[src/rtl/multiplier_pp_param.sv]
// multiplier_pp_param: pipelined partial-product multiplier, one multiplier slice per stage
module multiplier_pp_param #(
  parameter int WIDTH = 32,
  parameter int STAGES = 4
) (
  input  logic               iClk,
  input  logic               iRst,
  input  logic               iEn,
  input  logic               iClr,
  input  logic               iValid,
  input  logic               iSigned,
  input  logic [WIDTH-1:0]   iData0,
  input  logic [WIDTH-1:0]   iData1,
  output logic [2*WIDTH-1:0] oData,
  output logic               oValid,
  output logic               oBusy
);
  localparam int SL = WIDTH / STAGES;
  localparam int PW = 2 * WIDTH;
  if (WIDTH < 2 || WIDTH > 64 || STAGES < 1 || STAGES > WIDTH || WIDTH % STAGES != 0) begin : g_chk
    $fatal(1, "multiplier_pp_param: illegal WIDTH/STAGES combination");
  end
  logic [STAGES-1:0] v_q, v_d, iv;
  logic              n_q [STAGES];
  logic              n_d [STAGES];
  logic              in_n [STAGES];
  logic [WIDTH-1:0]  a_q [STAGES];
  logic [WIDTH-1:0]  a_d [STAGES];
  logic [WIDTH-1:0]  ia [STAGES];
  logic [WIDTH-1:0]  b_q [STAGES];
  logic [WIDTH-1:0]  b_d [STAGES];
  logic [WIDTH-1:0]  ib [STAGES];
  logic [PW-1:0]     p_q [STAGES];
  logic [PW-1:0]     p_d [STAGES];
  logic [PW-1:0]     ip [STAGES];
  logic [PW-1:0]     s [STAGES];
  // the last stage doubles as the output register, so it holds its product across bubbles
  always_comb begin
    iv[0] = iValid;
    in_n[0] = iSigned & (iData0[WIDTH-1] ^ iData1[WIDTH-1]);
    ia[0] = (iSigned && iData0[WIDTH-1]) ? -iData0 : iData0;
    ib[0] = (iSigned && iData1[WIDTH-1]) ? -iData1 : iData1;
    ip[0] = '0;
    for (int k = 1; k < STAGES; k++) begin
      iv[k] = v_q[k-1];
      in_n[k] = n_q[k-1];
      ia[k] = a_q[k-1];
      ib[k] = b_q[k-1];
      ip[k] = p_q[k-1];
    end
    for (int k = 0; k < STAGES; k++) begin
      s[k] = ip[k] + ((PW'(ia[k]) * PW'(ib[k][SL-1:0])) << (k * SL));
      v_d[k] = iv[k];
      n_d[k] = in_n[k];
      a_d[k] = ia[k];
      b_d[k] = ib[k] >> SL;
      p_d[k] = s[k];
    end
    p_d[STAGES-1] = iv[STAGES-1] ? (in_n[STAGES-1] ? -s[STAGES-1] : s[STAGES-1]) : p_q[STAGES-1];
  end
  always_ff @(posedge iClk) begin
    if (iRst || iClr) begin
      v_q <= '0;
      n_q <= '{default: 1'b0};
      a_q <= '{default: '0};
      b_q <= '{default: '0};
      p_q <= '{default: '0};
    end else if (iEn) begin
      v_q <= v_d;
      n_q <= n_d;
      a_q <= a_d;
      b_q <= b_d;
      p_q <= p_d;
    end
  end
  assign oData = p_q[STAGES-1];
  assign oValid = v_q[STAGES-1];
  assign oBusy = |v_q;
endmodule

[config.mk]
export PLATFORM = sky130hd
export DESIGN_NAME = multiplier_pp_param
export DESIGN_NICKNAME = d
export VERILOG_FILES = /design/src/rtl/multiplier_pp_param.sv
export SDC_FILE = /design/constraint.sdc
export NUM_CORES = 2
export LEC_CHECK = 0
export CAP_MARGIN = 20
export CELL_PAD_IN_SITES_DETAIL_PLACEMENT = 0
export CELL_PAD_IN_SITES_GLOBAL_PLACEMENT = 1
export CORE_MARGIN = 5
export CORE_UTILIZATION = 42
export DETAILED_ROUTE_END_ITERATION = 8
export GPL_TIMING_DRIVEN = 0
export HOLD_SLACK_MARGIN = 0.12
export PLACE_DENSITY_LB_ADDON = 0.1
export SLEW_MARGIN = 20
export SYNTH_ARGS = -nofsm -noshare
export SYNTH_HDL_FRONTEND = slang
export SYNTH_SLANG_ARGS = --single-unit
export TNS_END_PERCENT = 100
[constraint.sdc]
create_clock -name iClk -period 7.7 [get_ports iClk]
set_input_delay 1.155 -clock iClk [delete_from_list [all_inputs] [get_ports iClk]]
set_output_delay 1.155 -clock iClk [all_outputs]
set_load 0.01 [all_outputs]
==> results.toml <==
[critical_path]
ff2ff_setup_slack_ns = -0.20
r2r_end = "oData[62]$_SDFFE_PP0P_"
slowest_stage = "or4bb_4"
cpMostUsedCell = "fa_1"
end_kind = "flip-flop"
critPathLaunchType = "flip-flop"
slowest_delay_ns = 0.56
crit_required_ns = 8.20
crit_path_max_fanout = 6
worstPathArrival_ns = 8.40
critical_path_class = "flip-flop to flip-flop"
ff2ff_path_depth = 29
worstReg2RegStart = "b_q[38]$_SDFFE_PP0P_"

[sta]
worst_slew_pin_slew_ns = 1.20
hold_viol = 0
slew_viol_final = 0
setup_ws_ns = -0.201
setup_violations = 6
skew_ns = 0.0667
fin_crit_sh_pct = 103
max_freq_mhz = 127
fin_crit_ns = 7.90
slew_headroom_pct = 20.3
grt_setup_unrepaired = "yes"

[global_route]
antenna_found_initial = 3
grt_pass1_vias = 43600
grt_usage_pct = 27.5
grt_max_degree = 17
grt_overflow = 0
grt_pass1_wl_um = 269000

[clock_network]
cts_tree = "yes"
cts.htree.levels = 2
clockBufferDepth = 3
clkSlewWorstSetupHoldPaths_ns = 0.06
cts_sinks = 361
cts_root_buffer = "clkbuf_16"
clk_latency_ns = 0.67
ctsHoldBuffers = 0
cts_made_buffers = 47

[synth]
synth-xor-area-share_pct = 6.23
synth-adder-area-share_pct = 37.0
yosysTopAreaCell = "fa_1"
synth-seq-area-share_pct = 14.2
synth_edf_count = 0
synthTopCellsByCount = "fa_1 (723), nand2_1 (715), inv_1 (693), nor2_1 (598), and2_1 (415)"
postSynth.asyncResetShare_pct = 0
syn_area_per_cell_um2 = 8.45
ys_warn_count = 0
synth_top_area_share_pct = 28.5
yosysMostFrequentCell = "fa_1"
synthCells = 6004
synth_compound_area_share_pct = 12.3
syn_area_um2 = 50800
synthSimpleGateAreaFrac_pct = 19.2
synth_seq_cells = 361
yosys-top-cells-area = "fa_1 (29%), dfxtp_1 (14%), ha_1 (8.5%), nand2_1 (5.3%), inv_1 (5.1%)"
synth_nets = 7143
synth-main-ff-cell = "dfxtp_1"
synth_top_family_by_area = "adder cells"
yosysUniqueCellTypes = 78
synthMuxAreaShare_pct = 3.63

[route]
totalWireLength_um = 177000
vias = 42800
wl_per_cell_um = 22.2
drc = 0
drt_iter0_drc = 2526
ant_nets = 0
viasPerCell = 5.38
dr.pass1.iters = 5

[pwr]
power_density_nw_per_um2 = 174
leakage_nw = 25.6
peakVddDrop_v = 0.000232
power.total_mw = 10.4

[floorplan]
core.rowCount = 127
die_y_um = 358
die_w_um = 358
die_area_um2 = 128000
start_util_pct = 42.3
core_area_um2 = 120000
io-pin-count = 136

[status]
violations = "setup timing"
status = "complete, but fails checks"

[layout]
drive_above_1_share_pct = 11.4
finalNonFillerCells = 7952
fillers = 11600
nets = 7439
syn_to_final_growth_pct = 17.8
utilization_pct = 49.8

[hold_path]
hold_path_end = "oData[38]$_SDFFE_PP0P_"
whs_path_depth = 2
min_from = "oData[38]$_SDFFE_PP0P_"
hold_path.class = "flip-flop to flip-flop"

[job]
maxCapViolations = 0

[placement]
gp_congestion = 0.936
placedCellCount = 7750
place_ws_ns = -2.79
dp_hpwl_um = 145000
io_buffer_count = 134
per-layer routing:
| layer | track usage, % | vias up | wire length, um |
|---|---|---|---|
| li1 | - | 20000 | - |
| met1 | 36.7 | 21500 | 77600 |
| met2 | 46.4 | 1040 | 83000 |
| met3 | 3.10 | 225 | 8530 |
| met4 | 9.65 | 0 | 7470 |
| met5 | 0 | - | 0 |
flip-flops by register name, indices dropped and copies added, names as in the netlist:
name / flops
a_d: 96
oData: 64
b_d: 24
b_q: 24
v_q: 4
ip: 146
in_n: 3
through the flow:
stage	TNS [ns]	area, um2	hold WS (ns)
floorplan	0	50900	0.432
global placement	-106.56	54200	0.440
detailed placement	-105.69	54200	0.445
CTS	-0.974	58300	0.453
global route	-2.80	59800	0.477
finish	-0.607	59800	0.451
layout make-up:
type / instances / area [um2] / area share, %
timing repair buffer: 288 / 2510 / 4.20
multi-input combinational: 4658 / 42300 / 70.7
antenna: 5 / 12.5 / 0.0209
tap: 1612 / 2020 / 3.37
inverter: 693 / 2600 / 4.36
buffer: 251 / 1410 / 2.35
clock inverter: 20 / 348 / 0.582
sequential: 361 / 7300 / 12.2
clock buffer: 64 / 1320 / 2.21
power breakdown:
| group | internal, mW | total [mW] | switching (mW) | leakage (nW) |
|---|---|---|---|---|
| sequential | 1.94 | 2.01 | 0.0699 | 2.94 |
| combinational | 2.51 | 6.04 | 3.53 | 21.9 |
| clock | 1.42 | 2.36 | 0.945 | 0.800 |
cell usage in the layout, fill, tap and decap left out, types with 52 or more instances in the layout:
cell,netlist,final
a211oi_1,126,118
a21o_1,127,126
a21oi_1,269,220
and2_1,415,406
buf_4,0,155
clkbuf_1,251,155
clkbuf_16,0,52
clkdlybuf4s50_1,0,121
dfxtp_1,361,325
fa_1,723,719
ha_1,346,295
inv_1,693,682
mux2i_1,182,181
nand2_1,715,701
nor2_1,598,591
o21ai_0,158,122
xnor2_1,212,157
xor2_1,149,116
worst max path at each step:
stage	cells after the start	slack [ns]	start	to
final	29	-0.20	b_q[38]$_SDFFE_PP0P_	oData[62]$_SDFFE_PP0P_
after global routing	29	-0.44	b_q[37]$_SDFFE_PP0P_	oData[62]$_SDFFE_PP0P_
after CTS	29	-0.35	b_q[34]$_SDFFE_PP0P_	oData[62]$_SDFFE_PP0P_
after detailed placement	27	-2.79	iSigned	ip[166]$_SDFFE_PP0P_
after global placement	27	-2.87	iSigned	ip[166]$_SDFFE_PP0P_
after floorplan	31	0.0004	b_q[39]$_SDFFE_PP0P_	oData[63]$_SDFFE_PP0P_
cell families (layout without fill, tap and decap cells):
kind of cell,Yosys count,after routing
simple gates,2083,2083
fa+ha+maj,1069,1069
buf+inv,985,1316
compound gates,961,961
xor+xnor,361,361
flops,361,361
mux,184,184
other cells,0,5
worst max-delay path: cells and delay by family, from the launching register on:
family	cells	cell delay (ns)
fa+ha+maj	6	2.76
simple gates	9	2.51
flops	1	0.42
compound gates	7	1.11
xor+xnor	3	0.66
buf+inv	4	0.27
timing repair:
action,in CTS,in global routing
gates cloned,2,0
setup buffers,90,62
resized for setup,409,316
endpoints found under the setup margin,94,66
pin swaps,122,129
No activity file was read; power rests on OpenSTA's default activity.
